## config.mk

```make
export PLATFORM = sky130hd
export DESIGN_NAME = aurora_tx_arbiter
export DESIGN_NICKNAME = d
export VERILOG_FILES = /design/src/rtl/aurora_pkg.sv /design/src/rtl/aurora_tx_arbiter_rr_arbiter.sv /design/src/rtl/aurora_tx_arbiter.sv
export SDC_FILE = /design/constraint.sdc
export NUM_CORES = 1
export LEC_CHECK = 0
export ABC_AREA = 1
export CAP_MARGIN = 20
export CORE_AREA = 10 10 151 153
export DETAILED_ROUTE_END_ITERATION = 12
export DIE_AREA = 0 0 161 163
export PLACE_DENSITY = 0.6
export SYNTH_ARGS = -nofsm -noshare
export SYNTH_HDL_FRONTEND = slang
export SYNTH_SLANG_ARGS = --single-unit
```

## constraint.sdc

```tcl
create_clock -name user_clk -period 4.5 [get_ports user_clk]
set_input_delay 0.45 -clock user_clk [delete_from_list [all_inputs] [get_ports user_clk]]
set_output_delay 0.45 -clock user_clk [all_outputs]
set_load 0.005 [all_outputs]
```

## src/rtl/aurora_pkg.sv

```systemverilog
// Shared types and default sizing for the Aurora TX arbiter slice.
package aurora_pkg;

    typedef enum logic [1:0] {
        IDLE  = 2'd0,
        PASS  = 2'd1,
        FLUSH = 2'd2
    } state_t;

    localparam int unsigned DEFAULT_NUM_REQ = 4;
    localparam int unsigned DEFAULT_DATA_W  = 64;
    localparam int unsigned DEFAULT_CNT_W   = 16;

endpackage

```

## src/rtl/aurora_tx_arbiter_rr_arbiter.sv

```systemverilog
// Round-robin next-grant picker: first requester above last_grant, else lowest.
module rr_arbiter #(
    parameter int unsigned NUM_REQ = 4
) (
    input  logic [NUM_REQ-1:0]         req,
    input  logic [$clog2(NUM_REQ)-1:0] last_grant,
    output logic [$clog2(NUM_REQ)-1:0] grant_idx,
    output logic                       grant_valid
);

    localparam int unsigned IDX_W = $clog2(NUM_REQ);

    logic [NUM_REQ-1:0] upper_mask;
    logic [NUM_REQ-1:0] upper_req;
    logic [NUM_REQ-1:0] pick;
    logic [NUM_REQ-1:0] onehot;

    // Mask of requesters that come after last_grant in the rotation.
    always_comb begin
        upper_mask = '0;
        for (int i = 0; i < int'(NUM_REQ); i++) begin
            upper_mask[i] = (IDX_W'(i) > last_grant);
        end
    end

    // Lowest set bit of the wrapped request vector, then encode to an index.
    always_comb begin
        upper_req   = req & upper_mask;
        pick        = (|upper_req) ? upper_req : req;
        onehot      = pick & (~pick + NUM_REQ'(1));
        grant_valid = |req;
        grant_idx   = '0;
        for (int i = 0; i < int'(NUM_REQ); i++) begin
            if (onehot[i]) begin
                grant_idx = grant_idx | IDX_W'(i);
            end
        end
    end

endmodule

```

## src/rtl/aurora_tx_arbiter.sv

```systemverilog
// Frame-level round-robin arbiter sharing one Aurora TX lane among NUM_REQ streams.
module aurora_tx_arbiter
    import aurora_pkg::*;
#(
    parameter int unsigned NUM_REQ = DEFAULT_NUM_REQ,
    parameter int unsigned DATA_W  = DEFAULT_DATA_W,
    parameter int unsigned CNT_W   = DEFAULT_CNT_W
) (
    input  logic                           user_clk,
    input  logic                           user_reset,
    input  logic                           channel_up,
    input  logic [NUM_REQ*DATA_W-1:0]      s_req_tdata,
    input  logic [NUM_REQ*(DATA_W/8)-1:0]  s_req_tkeep,
    input  logic [NUM_REQ-1:0]             s_req_tlast,
    input  logic [NUM_REQ-1:0]             s_req_tvalid,
    output logic [NUM_REQ-1:0]             s_req_tready,
    output logic [DATA_W-1:0]              m_axi_tx_tdata,
    output logic [DATA_W/8-1:0]            m_axi_tx_tkeep,
    output logic                           m_axi_tx_tlast,
    output logic                           m_axi_tx_tvalid,
    input  logic                           m_axi_tx_tready,
    output logic [$clog2(NUM_REQ)-1:0]     grant_id,
    output logic                           busy,
    output logic [CNT_W-1:0]               frame_cnt,
    output logic [CNT_W-1:0]               abort_cnt
);

    localparam int unsigned KEEP_W = DATA_W / 8;
    localparam int unsigned IDX_W  = $clog2(NUM_REQ);

    state_t             state;
    state_t             state_nxt;
    logic [IDX_W-1:0]   last_grant;
    logic [IDX_W-1:0]   rr_idx;
    logic               rr_any;
    logic               grant_load_c;
    logic               frame_inc_c;
    logic               abort_inc_c;

    rr_arbiter #(
        .NUM_REQ (NUM_REQ)
    ) u_rr (
        .req         (s_req_tvalid),
        .last_grant  (last_grant),
        .grant_idx   (rr_idx),
        .grant_valid (rr_any)
    );

    // Next-state logic and the combinational requester-to-lane connection.
    always_comb begin
        state_nxt       = state;
        grant_load_c    = 1'b0;
        frame_inc_c     = 1'b0;
        abort_inc_c     = 1'b0;
        s_req_tready    = '0;
        m_axi_tx_tvalid = 1'b0;
        m_axi_tx_tdata  = '0;
        m_axi_tx_tkeep  = '0;
        m_axi_tx_tlast  = 1'b0;
        case (state)
            IDLE: begin
                if (channel_up && rr_any) begin
                    grant_load_c = 1'b1;
                    state_nxt    = PASS;
                end
            end
            PASS: begin
                if (!channel_up) begin
                    state_nxt = FLUSH;
                end else begin
                    m_axi_tx_tvalid        = s_req_tvalid[grant_id];
                    s_req_tready[grant_id] = m_axi_tx_tready;
                    if (s_req_tvalid[grant_id]) begin
                        m_axi_tx_tdata = s_req_tdata[32'(grant_id)*DATA_W +: DATA_W];
                        m_axi_tx_tkeep = s_req_tkeep[32'(grant_id)*KEEP_W +: KEEP_W];
                        m_axi_tx_tlast = s_req_tlast[grant_id];
                    end
                    if (s_req_tvalid[grant_id] && m_axi_tx_tready && s_req_tlast[grant_id]) begin
                        frame_inc_c = 1'b1;
                        state_nxt   = IDLE;
                    end
                end
            end
            FLUSH: begin
                // Drain the interrupted frame regardless of link state.
                s_req_tready[grant_id] = 1'b1;
                if (s_req_tvalid[grant_id] && s_req_tlast[grant_id]) begin
                    abort_inc_c = 1'b1;
                    state_nxt   = IDLE;
                end
            end
            default: begin
                state_nxt = IDLE;
            end
        endcase
    end

    // State, grant bookkeeping and saturating status counters.
    always_ff @(posedge user_clk) begin
        if (user_reset) begin
            state      <= IDLE;
            busy       <= 1'b0;
            last_grant <= IDX_W'(NUM_REQ - 1);
            grant_id   <= '0;
            frame_cnt  <= '0;
            abort_cnt  <= '0;
        end else begin
            state <= state_nxt;
            busy  <= (state_nxt != IDLE);
            if (grant_load_c) begin
                grant_id <= rr_idx;
            end
            if (frame_inc_c) begin
                last_grant <= grant_id;
                if (frame_cnt != '1) begin
                    frame_cnt <= frame_cnt + CNT_W'(1);
                end
            end
            if (abort_inc_c && (abort_cnt != '1)) begin
                abort_cnt <= abort_cnt + CNT_W'(1);
            end
        end
    end

endmodule
```

Yosys cells after proc, flatten, opt, wreduce, memory -nomap -nowiden
Cells that the tools add are included.
{ "word_totals": {"register_bits": 39, "inputBits": 300, "output_inout_bits": 113, "word_cells": 71} }
{ "classes": {"addsub": 3, "order_cmp": 6, "eq_ne": 4, "n_shift": 2, "mux": 35, "n_bitwise": 4, "reduce_logical": 11} }
{ "op_table": {"columns": ["cell", "n"], "rows": [
  ["$shiftx A256 B9 Y64", 1],
  ["$mux W64", 3],
  ["$add A16 B1 Y16 const B", 2],
  ["$ne A16 B16 Y1 const B", 2],
  ["$shiftx A32 B6 Y8", 1],
  ["$mux W8", 3],
  ["$mux W1", 16],
  ["$and A4 B4 Y4", 3],
  ["$mux W2", 6],
  ["$mux W4", 2],
  ["$pmux W4 S2", 1],
  ["$reduce_or A4 Y1", 2],
  ["$logic_and A1 B1 Y1", 6],
  ["$pmux W2 S3", 1],
  ["$add A4 B1 Y4 const B", 1],
  ["$bmux W1 S2", 2],
  ["$gt A1 B2 Y1 const A", 2],
  ["$gt A2 B2 Y1 const A", 2],
  ["$not A4 Y4", 1],
  ["$lt A2 B3 Y1 const B", 1],
  ["$demux W1 S2", 1],
  ["$eq A2 B1 Y1 const B", 1],
  ["$eq A2 B2 Y1 const B", 1],
  ["$ge A2 B1 Y1 const B", 1],
  ["other kinds (3)", 3]
]} }

Depth between registers and ports, before layout
Gate-level depths: netlist of the first run.
{ "depth": {"depth_word": 10, "mapped_depth": 12, "ltp_nobuf": 12} }

Modules after synthesis
From an unflattened synthesis of the first run, not the netlist that was laid out.
{ "unflattened": {"cells_unflattened": 740, "hier_area_um2": 4418.0} }
{ "modules_own_cells": {"columns": ["mod", "instances", "cells_each", "area_each_um2"], "rows": [
  ["aurora_tx_arbiter", 1, 721, 4331.7],
  ["rr_arbiter", 1, 19, 86.3]
]} }

Worst setup path before layout of the first run
No wires, ideal clock.
{ "synth_timing": {"path_type": "register -> output", "startpoint": "register grant_id[0]", "endpoint": "output port m_axi_tx_tdata[20]", "arrival_time_ns": 1.350, "t_required_ns": 4.050, "setup_slack_ns": 2.700, "path_stages_with_launch": 6, "path_buffers": 2, "cell_sequence": "dfxtp_1 buf_4 nor2_1 clkbuf_1 a22oi_1 a31oi_1"} }
{ "synth_via": {"elab_chain_cells": 5, "word_cells_on_any_way": 6} }
{ "synth_lines": {"columns": ["element", "line_no", "rtl"], "rows": [
  ["start, declared", "aurora_tx_arbiter.sv:22", "output logic [$clog2(NUM_REQ)-1:0] grant_id,"],
  ["start signal, assigned", "aurora_tx_arbiter.sv:111", "grant_id <= rr_idx;"],
  ["parallel branches: the longest is 2 deep, another holds $shiftx A256 B9 Y64", null, null],
  ["$mux W64 *", "aurora_tx_arbiter.sv:73", "if (s_req_tvalid[grant_id]) begin"],
  ["$mux W64 *", "aurora_tx_arbiter.sv:68", "if (!channel_up) begin"],
  ["$mux W64 *", "aurora_tx_arbiter.sv:60", "case (state)"],
  ["end, declared", "aurora_tx_arbiter.sv:17", "output logic [DATA_W-1:0] m_axi_tx_tdata,"]
]} }
Every way passes the cells marked *. The select of a mux whose other input is x is not followed.

Worst setup path in the final report of the first run
{ "layout_timing": {"startpoint": "register grant_id[0]", "endpoint": "output port m_axi_tx_tdata[8]"} }
Same word-level chain as after synthesis.

==> impl_metrics.csv, run 1 <==
group,metric,value,unit
status,outcome,"complete, no violations",
placement,place.gp.congestion,0.905,
placement,post-dp-hpwl,25200,um
floorplanning,die_w,161,um
global_routing,gr-total-overflow,0,
critical_path,critical_path_class,"register to output port",
synth,async_flop_share,0,%
sta,finalWorstSetupSlack,1.12,ns
clocking,cts_setup_buffers,0,
detailed_routing,wl,31100,um
sta,tns,0,ns
floorplanning,die_area,26200,um^2
sta,fin_worst_skew,0.00493,ns
clocking,clock_path_buffers,2,
floorplanning,io_pins,413,
synth,synth_nets,1041,
clocking,numClockSinks,39,
floorplanning,core,19900,um^2
sta,rsz0062_at_grt,"false",
placement,place_ws,1.42,ns
floorplanning,start_util,22.0,%
synth,ys_seq_elements,39,
placement,dp_cells,1370,
synth,synth_edf_count,0,
power,vdd_drop_max,0.000175,V
floorplanning,die_h,163,um
sta,timing.final.hold_violations,0,
global_routing,grt_pass1_wl,44100,um
power,total_power,1.38,mW
clocking,insertion_delay,0.28,ns
critical_path,cp-start-kind,"register",
power,p_leak,3.16,nW
synth,synth_area_leaders,"dfxtp_1 18%, nand2_1 15%, nand3_1 11%",
sta,finalCriticalPeriod,3.38,ns
detailed_routing,viasPerCell,4.90,
synth,yosysWarningCount,0,
synth,synth_top_area_share,17.8,%
sta,slew_viol_final,0,
synth,synth_common_cells,"178 x nand2_1, 98 x nand3_1, 67 x nor2_1",
power,clkPwrFrac,31.1,%
synth,ys.flop_type,"dfxtp_1",
synth,synth_cells,735,
power,sequentialPowerShare,26.4,%
power,pwr-share-comb,42.5,%
flow_run,drv_cap,0,
layout,finalNonFillerCells,1384,
power,p_per_area,154,nW/um^2
placement,dpl-instance-area,8710,um^2
layout,drive_above_1_share,4.96,%
synth,seq_area_frac_synth,17.8,%
synth,synthMostInstantiatedCell,"nand2_1",
detailed_routing,dr.pass1.iters,6,
detailed_routing,vias,6788,
detailed_routing,wire_per_inst,22.4,um
critical_path,path_max_fanout,35,
layout,final_cell_area,8900,um^2
sta,fin_crit_sh,75.1,%
clocking,ctsHtreeMaxLevel,2,
global_routing,grt_max_degree,58,
clocking,cts_resized,0,
layout,nets,1413,
critical_path,cp.required,4.05,ns
detailed_routing,remaining_drc_errors,0,
sta,clock.fmax,296,MHz
critical_path,critPathArrivalTime,2.93,ns
clocking,holdBufCountCts,0,
layout,area_growth,103,%
power,sw_frac_of_total,28.7,%
clocking,path_clk_slew,0.06,ns
synth,synth_area,4390,um^2
sta,tightest_slew,0.815,ns
power,power_switching,0.394,mW
global_routing,grt_pass1_vias,6522,
power,internal-power,0.981,mW
detailed_routing,ant_nets,0,
critical_path,cp-end-kind,"output port",
detailed_routing,drt_iter0_drc,626,
sta,slew_headroom,45.5,%
placement,io_buffers,412,
global_routing,grt_use_total,21.6,%
synth,ys_types,31,
floorplanning,rows,52,
sta,setup_viol_count_final,0,
clocking,root_buffer,"clkbuf_16",
clocking,numCtsBuffers,5,
min_path,min_path_type,"register to register",
synth,avgSynthCellArea,5.97,um^2
global_routing,antenna_found_initial,8,
synth,synth_area_leader_cell,"dfxtp_1",
clocking,cts_tree,"yes",
metrics by stage:
stage / utilization (%) / hold WS [ns]
finish: 44.7 / 0.489
detailed placement: 43.7 / 0.479
floorplan: - / 0.473
global placement: 43.7 / 0.477
global route: 44.6 / 0.527
CTS: 44.6 / 0.490
cell type report:
type,count,area (um^2)
repair buffers,424,4230
flip-flops and latches,39,786
diodes,6,15.0
multi-input cells,600,3220
fillers,2099,11000
clock buffers,6,139
well taps,270,338
clock inverters,2,38.8
inverters,37,143
flip-flops by register name, indices dropped and copies added (netlist names):
| name | count |
|---|---|
| abort_cnt | 16 |
| busy | 1 |
| frame_cnt | 16 |
| grant_id | 2 |
| last_grant | 2 |
| state | 2 |
routing by layer:
metal  track usage (%)  vias up  share of wire [%]
met4              1.78        6               0.92
met3              7.68       24                9.3
li1                  -     3333                  -
met2              36.9      297                 49
met5                 0        -               0.10
met1              26.6     3128                 41
cell families (layout without fill, tap and decap cells):
family	count (synthesis)	after routing	synth area share, %
compound gates	190	190	28.6
xor+xnor	26	26	5.19
fa+ha+maj	6	6	1.71
buf+inv	96	469	9.18
flops	39	39	17.8
other cells	0	6	0
simple gates	378	378	37.5
worst max-delay path, cell delays in order (launching register included):
cell and delay [ns]:
dfxtp_4 0.60, nand2_1 0.15, inv_2 0.54, buf_4 0.44, a22oi_1 0.15, a31oi_1 0.15
clkdlybuf4s50_1 0.57
placed cells by master, fill, tap and decap left out, types with 6 or more instances in the layout:
cell	n
nor2_1	66
o21ai_0	10
a21oi_2	9
nand3_1	98
a21oi_1	58
diode_2	6
xor2_1	19
nor3_1	13
inv_1	32
clkdlybuf4s50_1	412
nand2_2	11
a221oi_1	31
dfxtp_1	37
xnor2_1	7
a31oi_1	41
ha_1	6
buf_4	11
a22oi_1	41
nand2_1	177
power groups by stage:
stage	Combinational, mW	Clock (mW)	Sequential (mW)
finish	0.585	0.427	0.363
CTS	0.588	0.434	0.363
floorplan	0.207	0	0.364
detailed placement	0.585	0	0.371
global placement	0.582	0	0.370
global route	0.634	0.454	0.364
worst paths after layout:
path | startpoint | to | slack, ns | cells after the start
setup reg to reg | grant_id[0] | frame_cnt[10] | 1.66 | 12
hold / removal | frame_cnt[10] | frame_cnt[10] | 0.49 | 2
setup / recovery | grant_id[0] | m_axi_tx_tdata[8] | 1.12 | 6
hold reg to reg | frame_cnt[10] | frame_cnt[10] | 0.49 | 2
Power figures use the tool's default switching activity.
==> inputs of run 2 (changes only) <==
- CORE_AREA: 10 10 151 153 -> 10 10 154 156
- DIE_AREA: 0 0 161 163 -> 0 0 164 166
- PLACE_DENSITY: 0.6 -> 0.58
- clock period: 4.5 -> 3.5 ns (I/O delays scaled with it)
==> run 2 against run 1 <==
Against the previous run: sequential power grew 27%; final cell count rose by 0.72%; routed wire length up 0.12%; total power increased by 27%; clock power up 22%; combinational power up 31%; die area increased by 3.7%.
==> impl_metrics.csv, run 2 (synthesis gave the netlist of run 1 again) <==
group,metric,value,unit
status,outcome,"complete, no violations",
clocking,cts_resized,0,
global_routing,gr-total-overflow,0,
placement,dp_cells,1380,
global_routing,antenna_found_initial,6,
critical_path,cp-end-kind,"output port",
detailed_routing,wire_per_inst,22.3,um
sta,slew_viol_final,0,
layout,final_cell_mix,"412 x clkdlybuf4s50_1, 177 x nand2_1, 98 x nand3_1, 66 x nor2_1, 58 x a21oi_1",
power,vdd_drop_max,0.000191,V
critical_path,cp.required,3.15,ns
layout,fill_cells,2160,
floorplanning,core,20700,um^2
layout,final_common_cell,"clkdlybuf4s50_1",
clocking,clock_path_buffers,2,
power,p_leak,3.18,nW
clocking,holdBufCountCts,0,
critical_path,r2r_end,"frame_cnt[10]",
sta,setup_viol_count_final,0,
clocking,insertion_delay,0.29,ns
clocking,numClockSinks,39,
clocking,root_buffer,"clkbuf_16",
power,p_per_area,196,nW/um^2
critical_path,cp_slowest_cell,"clkdlybuf4s50_1",
floorplanning,die_h,166,um
layout,seqCellArea,786,um^2
layout,multi_input_area,3220,um^2
layout,top_regs,"abort_cnt (16), frame_cnt (16)",
layout,nets,1418,
power,pwr-share-comb,43.9,%
detailed_routing,dr.pass1.iters,5,
power,sw_frac_of_total,29.0,%
floorplanning,start_util,21.2,%
critical_path,path_max_fanout,39,
critical_path,cp-start-kind,"register",
detailed_routing,wl,31100,um
clocking,cts_setup_buffers,0,
critical_path,timing.rr.start,"grant_id[0]",
clocking,path_clk_slew,0.06,ns
power,power_switching,0.509,mW
detailed_routing,vias,6874,
min_path,min_to,"frame_cnt[15]",
placement,place_ws,0.771,ns
sta,rsz0062_at_grt,"false",
power,sequentialPowerShare,26.3,%
power,internal-power,1.24,mW
sta,fin_crit_sh,85.2,%
floorplanning,rows,53,
critical_path,critical_path_class,"register to output port",
clocking,numCtsBuffers,5,
power,clkPwrFrac,29.9,%
floorplanning,die_w,164,um
critical_path,critPathArrivalTime,2.63,ns
global_routing,grt_max_degree,51,
min_path,whs_path_depth,2,
critical_path,reg2reg_depth,12,
critical_path,regToRegSetupSlack,1.30,ns
sta,slew_headroom,38.8,%
flow_run,drv_cap,0,
sta,finalCriticalPeriod,2.98,ns
global_routing,grt_pass1_wl,44500,um
sta,finalWorstSetupSlack,0.518,ns
sta,holdWs,0.506,ns
floorplanning,die_area,27200,um^2
sta,tightest_slew,0.919,ns
critical_path,cp_common_cell,"nand2_1",
placement,post-dp-hpwl,25300,um
critical_path,path_cells,"buf_4 > nand2_1 > nand2_1 > nand2_1 > nand2_2 > nand2_2 > buf_4 > a31oi_1 > clkdlybuf4s50_1",
global_routing,grt_use_total,21.2,%
placement,place.gp.congestion,0.906,
layout,area_growth,104,%
detailed_routing,remaining_drc_errors,0,
sta,fin_worst_skew,0.00657,ns
min_path,min_path_type,"register to register",
min_path,min_from,"frame_cnt[15]",
sta,tns,0,ns
sta,timing.final.hold_violations,0,
layout,drive_above_1_share,5.30,%
detailed_routing,drt_iter0_drc,536,
detailed_routing,viasPerCell,4.93,
layout,finalNonFillerCells,1394,
detailed_routing,ant_nets,0,
critical_path,crit_path_max_incr_delay,0.57,ns
placement,io_buffers,412,
sta,clock.fmax,335,MHz
clocking,cts_tree,"yes",
floorplanning,io_pins,413,
global_routing,grt_pass1_vias,6594,
clocking,ctsHtreeMaxLevel,2,
## run 2: cell types whose count changed in the layout (fill, tap and decap cells not counted), sizes merged
| cell | change |
|---|---|
| buf | +5 |
| clkinvlp | +1 |
| inv | -1 |
## run 2: per-layer routing
| metal | vias to the layer above | GRT usage, % | part of all wire, % |
|---|---|---|---|
| li1 | 3340 | - | - |
| met1 | 3234 | 25.1 | 40 |
| met2 | 281 | 36.9 | 50 |
| met3 | 19 | 6.32 | 8.8 |
| met4 | 0 | 3.89 | 1.2 |
| met5 | - | 0 | 0 |
## run 2: how the worst max path moves through the flow
stage / to / slack, ns / from / cells past startpoint
after detailed placement: m_axi_tx_tdata[29] / 0.77 / s_req_tvalid[2] / 9
after global placement: m_axi_tx_tdata[60] / 0.77 / s_req_tvalid[3] / 9
after floorplan: m_axi_tx_tdata[20] / 1.80 / grant_id[0] / 5
after CTS: m_axi_tx_tdata[29] / 0.52 / grant_id[0] / 9
after global routing: m_axi_tx_tdata[29] / 0.35 / grant_id[0] / 9
final: m_axi_tx_tdata[29] / 0.52 / grant_id[0] / 9
## run 2: stage by stage
| step | total power, mW | utilization (%) | cell area (um^2) |
|---|---|---|---|
| finish | 1.75 | 43.2 | 8950 |
| global route | 1.84 | 43.2 | 8940 |
| CTS | 1.77 | 43.2 | 8930 |
| detailed placement | 1.24 | 42.4 | 8760 |
| global placement | 1.24 | 42.4 | 8760 |
| floorplan | 0.734 | - | 4390 |
## run 2: area by class of cell
type | instances | area share [%]
timing repair buffer | 429 | 47.8
multi-input combinational | 600 | 35.9
sequential | 39 | 8.78
tap | 275 | 3.85
inverter | 37 | 1.59
clock buffer | 6 | 1.44
clock inverter | 2 | 0.420
antenna | 6 | 0.168
## run 2: critical path: cells and delay by family, from the launching register on
family	cells	cell delay, ns
buffers and inverters	3	1.21
AO/OA/AOI/OAI	1	0.27
AND/OR/NAND/NOR	5	0.43
flip-flops	1	0.40
## run 2: power by group through the flow
stage / sequential [mW] / combinational, mW / clock, mW
5_1_grt: 0.462 / 0.831 / 0.549
3_5_place_dp: 0.470 / 0.770 / 0
2_1_floorplan: 0.468 / 0.266 / 0
6_report: 0.460 / 0.769 / 0.523
3_3_place_gp: 0.470 / 0.770 / 0
4_1_cts: 0.460 / 0.774 / 0.540
==> inputs of run 3 (changes only) <==
- SLEW_MARGIN: default -> 5
==> results of run 3 <==
Same layout as run 2: the final DEF is identical, and so are final timing and power.
